### src/rtl/serdes8_link.sv
// Framed 8-bit serial link: start '1', D7..D0, stop '0', OVS clocks per bit.
// Parallel-to-serial transmitter and oversampling receiver sharing clock_ser.
module serdes8_link #(
    parameter int OVS = 4
) (
    input  logic       clock_ser,
    input  logic       reset,
    input  logic       enable,
    input  logic [7:0] data_in,
    output logic       ser_out,
    output logic       busy,
    input  logic       des_enable,
    input  logic       des_in,
    output logic [7:0] data_out,
    output logic       data_valid
);

    localparam int CW = (OVS > 1) ? $clog2(OVS) : 1;
    localparam logic [CW-1:0] SUB_LAST  = CW'(OVS - 1);
    localparam logic [CW-1:0] SUB_PRE   = CW'(OVS - 2);
    localparam logic [CW-1:0] HALF_LAST = CW'(OVS / 2 - 1);

    if (OVS != 1 && OVS != 2 && OVS != 4 && OVS != 8 && OVS != 16) begin : g_ovs_illegal
        $error("serdes8_link: OVS must be 1, 2, 4, 8 or 16");
    end

    typedef enum logic [1:0] {TX_IDLE, TX_START, TX_DATA, TX_STOP} tx_state_t;
    typedef enum logic [1:0] {RX_HUNT, RX_CHECK, RX_DATA, RX_WAIT_IDLE} rx_state_t;

    tx_state_t       tx_state;
    logic [CW-1:0]   tx_sub;
    logic [2:0]      tx_bit;
    logic [7:0]      tx_shreg;

    rx_state_t       rx_state;
    logic [CW-1:0]   rx_sub;
    logic [2:0]      rx_bit;
    logic [6:0]      rx_shreg;
    logic            des_q;

    // Transmitter: a load is accepted whenever busy is low, including the last
    // STOP clock, which is what makes back-to-back frames seamless.
    always_ff @(posedge clock_ser or posedge reset) begin
        if (reset) begin
            tx_state <= TX_IDLE;
            tx_sub   <= '0;
            tx_bit   <= '0;
            tx_shreg <= '0;
            ser_out  <= 1'b0;
            busy     <= 1'b0;
        end else if (enable && !busy) begin
            tx_state <= TX_START;
            tx_sub   <= '0;
            tx_bit   <= '0;
            tx_shreg <= data_in;
            ser_out  <= 1'b1;
            busy     <= 1'b1;
        end else begin
            case (tx_state)
                TX_IDLE: begin
                    ser_out <= 1'b0;
                end
                TX_START: begin
                    if (tx_sub == SUB_LAST) begin
                        tx_sub   <= '0;
                        tx_state <= TX_DATA;
                        ser_out  <= tx_shreg[7];
                    end else begin
                        tx_sub <= tx_sub + 1'b1;
                    end
                end
                TX_DATA: begin
                    if (tx_sub == SUB_LAST) begin
                        tx_sub <= '0;
                        if (tx_bit == 3'd7) begin
                            tx_state <= TX_STOP;
                            ser_out  <= 1'b0;
                            // With one clock per bit the stop bit is itself the last clock
                            if (OVS == 1) busy <= 1'b0;
                        end else begin
                            tx_bit   <= tx_bit + 1'b1;
                            tx_shreg <= {tx_shreg[6:0], 1'b0};
                            ser_out  <= tx_shreg[6];
                        end
                    end else begin
                        tx_sub <= tx_sub + 1'b1;
                    end
                end
                TX_STOP: begin
                    if (tx_sub == SUB_LAST) begin
                        tx_sub   <= '0;
                        tx_state <= TX_IDLE;
                        ser_out  <= 1'b0;
                        busy     <= 1'b0;
                    end else begin
                        if (tx_sub == SUB_PRE) busy <= 1'b0;
                        tx_sub <= tx_sub + 1'b1;
                    end
                end
                default: begin
                    tx_state <= TX_IDLE;
                end
            endcase
        end
    end

    // Receiver: CHECK re-samples mid start bit, so each data sample then lands
    // mid-bit when taken every OVS clocks.
    always_ff @(posedge clock_ser or posedge reset) begin
        if (reset) begin
            des_q      <= 1'b0;
            rx_state   <= RX_HUNT;
            rx_sub     <= '0;
            rx_bit     <= '0;
            rx_shreg   <= '0;
            data_out   <= '0;
            data_valid <= 1'b0;
        end else begin
            des_q      <= des_in;
            data_valid <= 1'b0;
            if (!des_enable) begin
                rx_state <= RX_HUNT;
                rx_sub   <= '0;
                rx_bit   <= '0;
            end else begin
                case (rx_state)
                    RX_HUNT: begin
                        if (des_q) begin
                            rx_sub   <= '0;
                            rx_bit   <= '0;
                            rx_state <= (OVS == 1) ? RX_DATA : RX_CHECK;
                        end
                    end
                    RX_CHECK: begin
                        if (rx_sub == HALF_LAST) begin
                            rx_sub   <= '0;
                            rx_state <= des_q ? RX_DATA : RX_HUNT;
                        end else begin
                            rx_sub <= rx_sub + 1'b1;
                        end
                    end
                    RX_DATA: begin
                        if (rx_sub == SUB_LAST) begin
                            rx_sub   <= '0;
                            rx_bit   <= rx_bit + 1'b1;
                            rx_shreg <= {rx_shreg[5:0], des_q};
                            if (rx_bit == 3'd7) begin
                                data_out   <= {rx_shreg, des_q};
                                data_valid <= 1'b1;
                                rx_state   <= RX_WAIT_IDLE;
                            end
                        end else begin
                            rx_sub <= rx_sub + 1'b1;
                        end
                    end
                    RX_WAIT_IDLE: begin
                        // A trailing D0=1 must not be mistaken for a start bit
                        if (!des_q) rx_state <= RX_HUNT;
                    end
                    default: begin
                        rx_state <= RX_HUNT;
                    end
                endcase
            end
        end
    end

endmodule

### config.mk
export PLATFORM = sky130hd
export DESIGN_NAME = serdes8_link
export DESIGN_NICKNAME = d
export VERILOG_FILES = /design/src/rtl/serdes8_link.sv
export SDC_FILE = /design/constraint.sdc
export NUM_CORES = 1
export LEC_CHECK = 0
export BUFFER_PORTS_ARGS = -buffer_cell sky130_fd_sc_hd__buf_2
export CORE_ASPECT_RATIO = 0.75
export CORE_MARGIN = 2
export CORE_UTILIZATION = 50
export DETAILED_ROUTE_END_ITERATION = 6
export PLACE_DENSITY = 0.79
export SYNTH_ARGS = -nofsm -noshare
export SYNTH_HDL_FRONTEND = slang
export SYNTH_SLANG_ARGS = --single-unit
### constraint.sdc
create_clock -name clock_ser -period 2.5 [get_ports clock_ser]
set_clock_uncertainty 0.2 [all_clocks]
set_input_delay 0.125 -clock clock_ser [delete_from_list [all_inputs] [get_ports clock_ser]]
set_output_delay 0.125 -clock clock_ser [all_outputs]
set_load 0.01 [all_outputs]
# Word level (Yosys, flattened, before mapping)
# Cells that the tools add are included.
[word_totals]
ff_bits = 41
out_inout_bits = 11
[op_classes]
add_sub_neg = 4
n_eq_ne = 24
n_mux = 48
n_reduce_logical = 20
[op_table]
columns = ["op", "count"]
rows = [
  ["two-way mux 2 bit", 19],
  ["two-way mux 8 bit", 4],
  ["!= test 3 bit (second input constant)", 9],
  ["two-way mux 3 bit", 7],
  ["== test 2 bit (second input constant)", 7],
  ["two-way mux 1 bit", 13],
  ["case mux 2 bit (3 select lines)", 2],
  ["AND reduction 3 bit", 4],
  ["AND reduction 5 bit", 2],
  ["case mux 2 bit (4 select lines)", 1],
  ["nonzero test 2 bit", 4],
  ["adder 3 x 1 -> 3 bit (second input constant)", 2],
  ["== test 2 x 1 -> 1 bit (second input constant)", 3],
  ["== test 3 bit (second input constant)", 2],
  ["case mux 3 bit (2 select lines)", 1],
  ["adder 2 x 1 -> 2 bit (second input constant)", 2],
  ["zero test 2 bit", 2],
  ["!= test 4 x 1 -> 1 bit (second input constant)", 1],
  ["case mux 1 bit (4 select lines)", 1],
  ["AND reduction 2 bit", 2],
  ["AND reduction 4 bit", 1],
  ["nonzero test 4 bit", 1],
  ["!= test 3 x 1 -> 1 bit (second input constant)", 1],
  ["nonzero test 3 bit", 1],
  ["4 further kinds", 4],
]

# Longest topological paths before layout
[logic_depth]
word_depth = 5
mapped_depth = 7
ltp_nobuf = 6

# Worst setup path before layout
# OpenSTA, ideal clock, no wires.
[synth_timing]
path_kind = "register to register"
startpoint = "reg tx_bit[0]"
endpoint = "reg tx_shreg[1]"
setup_time_ns = 0.134
t_arrival_ns = 1.478
setup_slack_ns = 0.688
stages_incl_launch_ff = 8
path_buffers = 1
path_cell_list = "dfrtp_1 ha_1 ha_1 nor2b_1 nand2_1 buf_2 mux2i_1 o21ai_0"
[synth_between]
elab_chain_len = 3
[synth_rtl]
columns = ["item", "line", "rtl"]
rows = [
  ["from (decl)", "32", "logic [2:0] tx_bit;"],
  ["from (signal assigned)", "81", "tx_bit <= tx_bit + 1'b1;"],
  ["== test 3 bit", "75", "if (tx_bit == 3'd7) begin"],
  ["!= test 2 bit (no source line)", "-", ""],
  ["AND reduction 3 bit (no source line)", "-", ""],
  ["to (signal assigned)", "55", "tx_shreg <= data_in;"],
  ["to (signal assigned)", "82", "tx_shreg <= {tx_shreg[6:0], 1'b0};"],
  ["to (decl)", "33", "logic [7:0] tx_shreg;"],
]
# No other way between the ends.
# A chain may end at the register's enable or synchronous reset.

# Final worst setup path
[layout_timing]
startpoint = "reg tx_state[0]"
endpoint = "reg tx_shreg[3]"
[layout_between]
elab_chain_len = 3
[layout_rtl]
columns = ["item", "line", "rtl"]
rows = [
  ["from (decl)", "30", "tx_state_t tx_state;"],
  ["from (signal assigned)", "45", "tx_state <= TX_IDLE;"],
  ["from (signal assigned)", "52", "tx_state <= TX_START;"],
  ["from (signal assigned)", "66", "tx_state <= TX_DATA;"],
  ["== test 2 bit", "59", "case (tx_state)"],
  ["nonzero test 2 bit (no source line)", "-", ""],
  ["AND reduction 3 bit (no source line)", "-", ""],
]
# No other way between the ends.

==> flow_metrics.tcl <==
set metrics [dict create \
    die_area_mm2 0.00454 \
    post-cts-setup-buffer-count 0 \
    worst_pin_slew_ns 0.512 \
    p_sw_mw 0.688 \
    p_clk_share_pct 24.8 \
    postCtsResizedCells 0 \
    core_area_mm2 0.00376 \
    syn_nets 228 \
    crit_fanout 11 \
    grt_use_total_pct 18.0 \
    clk_latency_ns 0.29 \
    synth_seq_cells 41 \
    tns_ns 0 \
    io_buffers 23 \
    avgRoutedWirePerCell_um 13.0 \
    synth_seq_area_share_pct 51.2 \
    maxCapViolations 0 \
    grt_pass1_wl_um 6260 \
    leakage_nw 1.28 \
    postPlaceCellArea_mm2 0.00218 \
    synth_top_area_share_pct 51.2 \
    synth-edff-count 0 \
    area_delta_synth_final_pct 19.9 \
    cts_tree "done" \
    grt_max_degree 42 \
    slowest_delay_ns 0.42 \
    critPathBufInv 1 \
    worstSetupStartpointType "flop" \
    max_freq_mhz 466 \
    pwr-share-comb_pct 31.8 \
    pre_cts_ws_ns 0.394 \
    hp-class "reg2reg" \
    drc 0 \
    place_hpwl_um 2470 \
    syn_inst 197 \
    root_buffer "clkbuf_8" \
    cts_buffers 5 \
    htree_levels 2 \
    cp.required_ns 2.50 \
    die_h_um 58.8 \
    grt_pass1_vias 1401 \
    async_flop_share_pct 100 \
    fin_crit_sh_pct 85.8 \
    diodes 0 \
    io_pins 24 \
    synthTopCellsByArea "dfrtp_1 51%, ha_1 11%, nand2_1 8.1%, mux2i_1 4.5%, mux2_2 3.9%" \
    crit_slowest_cell "dfrtp_1" \
    setup_slack_ns 0.355 \
    placementRows 19 \
    slew_headroom_pct 65.8 \
    setup_viol 0 \
    totalWireLength_um 3740 \
    cts.sinks 41 \
    num_vias 1458 \
    antenna_found_initial 0 \
    start_util_pct 53.4 \
    drv_slew 0 \
    synthDistinctLibCells 31 \
    firstDrtPassIters 4 \
    cp-end-kind "flop" \
    final_layout_size_suffix_gt1_share_pct 18.2 \
    fin_crit_ns 2.15 \
    postSynthAreaPerCell_um2 10.2 \
    seq_power_share_pct 43.4 \
    critPathTopFamily "simple AND/OR/NAND/NOR gates" \
    rsz0062_at_grt "no" \
    dieWidth_um 77.1 \
    crit_type "reg2reg" \
    synth_top_area_cell "dfrtp_1" \
    cts.path.max_buffers 2 \
    yosys_most_used_dff "dfrtp_1" \
    cp_cell_sequence "inv_1 -> ha_1 -> nor2b_1 -> nand2_1 -> mux2i_1 -> o21ai_0" \
    yosysWarningCount 0 \
    status "finished clean" \
    switching_share_pct 33.3 \
    fin_nets 267 \
    ir_drop_uv 590 \
    drt_iter0_drc 85 \
    yosysMostFrequentCell "nand2_1" \
    power_density_mw_per_mm2 860 \
    synth_common_cells "43 x nand2_1, 41 x dfrtp_1, 18 x ha_1" \
    finalHoldViolCount 0 \
    cp.arrival_ns 2.14 \
    gp_congestion 0.774 \
    vias_per_cell 5.06 \
    postLayoutCellArea_mm2 0.00240 \
    globalRouteOverflowTotal 0 \
    ant_nets 0 \
    internal_power_mw 1.38 \
    synthesis.area_mm2 0.00200 \
    cts.clk_slew.worst_paths_ns 0.08 \
]
stage by stage:
stage / hold WS, ns / power, mW / instances / utilization, %
after floorplan: -0.0436 / 1.38 / 197 / -
after global placement: 0.0324 / 1.52 / 269 / 58.0
after detailed placement: 0.0343 / 1.54 / 269 / 58.0
after CTS: 0.261 / 2.08 / 288 / 64.0
after global routing: 0.267 / 2.21 / 288 / 64.0
final: 0.275 / 2.07 / 288 / 64.0
worst min-delay path, cell delays in order (launching register included):
cell and delay, ns:
dfrtp_1 0.34, nand2_1 0.05, nand2_1 0.05
cell type report:
class / instances / area [µm²]
Fill cell: 311 / 1350
Sequential cell: 41 / 1030
Multi-Input combinational cell: 139 / 910
Timing Repair Buffer: 38 / 258
Clock buffer: 5 / 68.8
Tap cell: 52 / 65.1
Inverter: 11 / 41.3
Clock inverter: 2 / 35.0
metal layers:
| layer | GRT usage [%] | share of wire (%) |
|---|---|---|
| met1 | 24.8 | 52 |
| met2 | 27.2 | 43 |
| met3 | 3.99 | 3.0 |
| met4 | 9.18 | 2.0 |
| met5 | 0 | 0 |
worst paths after layout:
| path | cells past startpoint | to | slack [ns] | from |
|---|---|---|---|---|
| max in group asynchronous | 4 | des_q$_DFF_PP0_ | 1.47 | reset |
| hold / removal | 2 | data_out[1]$_DFFE_PP0P_ | 0.27 | data_out[1]$_DFFE_PP0P_ |
| hold reg to reg | 2 | data_out[1]$_DFFE_PP0P_ | 0.27 | data_out[1]$_DFFE_PP0P_ |
| min in group asynchronous | 4 | data_valid$_DFF_PP0_ | 0.29 | reset |
| setup / recovery | 6 | tx_shreg[3]$_DFFE_PP0P_ | 0.35 | tx_state[0]$_DFFE_PP0P_ |
| setup reg to reg | 6 | tx_shreg[3]$_DFFE_PP0P_ | 0.35 | tx_state[0]$_DFFE_PP0P_ |
logic make-up after synthesis:
family	after synthesis	share of synthesized area, %
DFF	41	51.2
and+or+nand+nor	74	16.2
adders and majority gates	18	11.2
muxes	16	8.43
AOI/OAI and AO/OA	29	8.68
buffers and inverters	17	3.43
xor gates and xnor gates	2	0.874
power by group through the flow:
| stage | clock network, mW | registers (mW) | logic, mW |
|---|---|---|---|
| finish | 0.512 | 0.897 | 0.658 |
| global route | 0.545 | 0.916 | 0.751 |
| CTS | 0.520 | 0.896 | 0.662 |
| global placement | 0 | 0.905 | 0.612 |
| floorplan | 0 | 0.891 | 0.493 |
| detailed placement | 0 | 0.910 | 0.627 |
layout by cell type, fill, tap and decap left out, types with 3 or more instances in the layout:
cell	instances
ha_1	18
clkbuf_8	5
dfrtp_1	41
nand3_1	6
o21ai_0	13
nor2b_1	3
mux2_2	7
buf_4	3
nand2_1	43
nor3_1	3
inv_1	10
a21oi_1	8
mux2i_1	9
nand4_1	4
dlygate4sd3_1	12
nor2_1	10
buf_2	23
repair_timing:
action,4_1_cts,5_1_grt
setup endpoints to repair,0,0
hold buffers,12,0
hold endpoints to repair,55,0
registers in the layout (all words and copies together) (netlist names):
signal and cells:
rx_bit 3, tx_state 2, des_q 1, rx_state 2
rx_shreg 7, data_out 8, tx_sub 2, tx_shreg 8
busy 1, tx_bit 3, rx_sub 2, data_valid 1
ser_out 1
No activity file was read; power rests on OpenSTA's default activity.
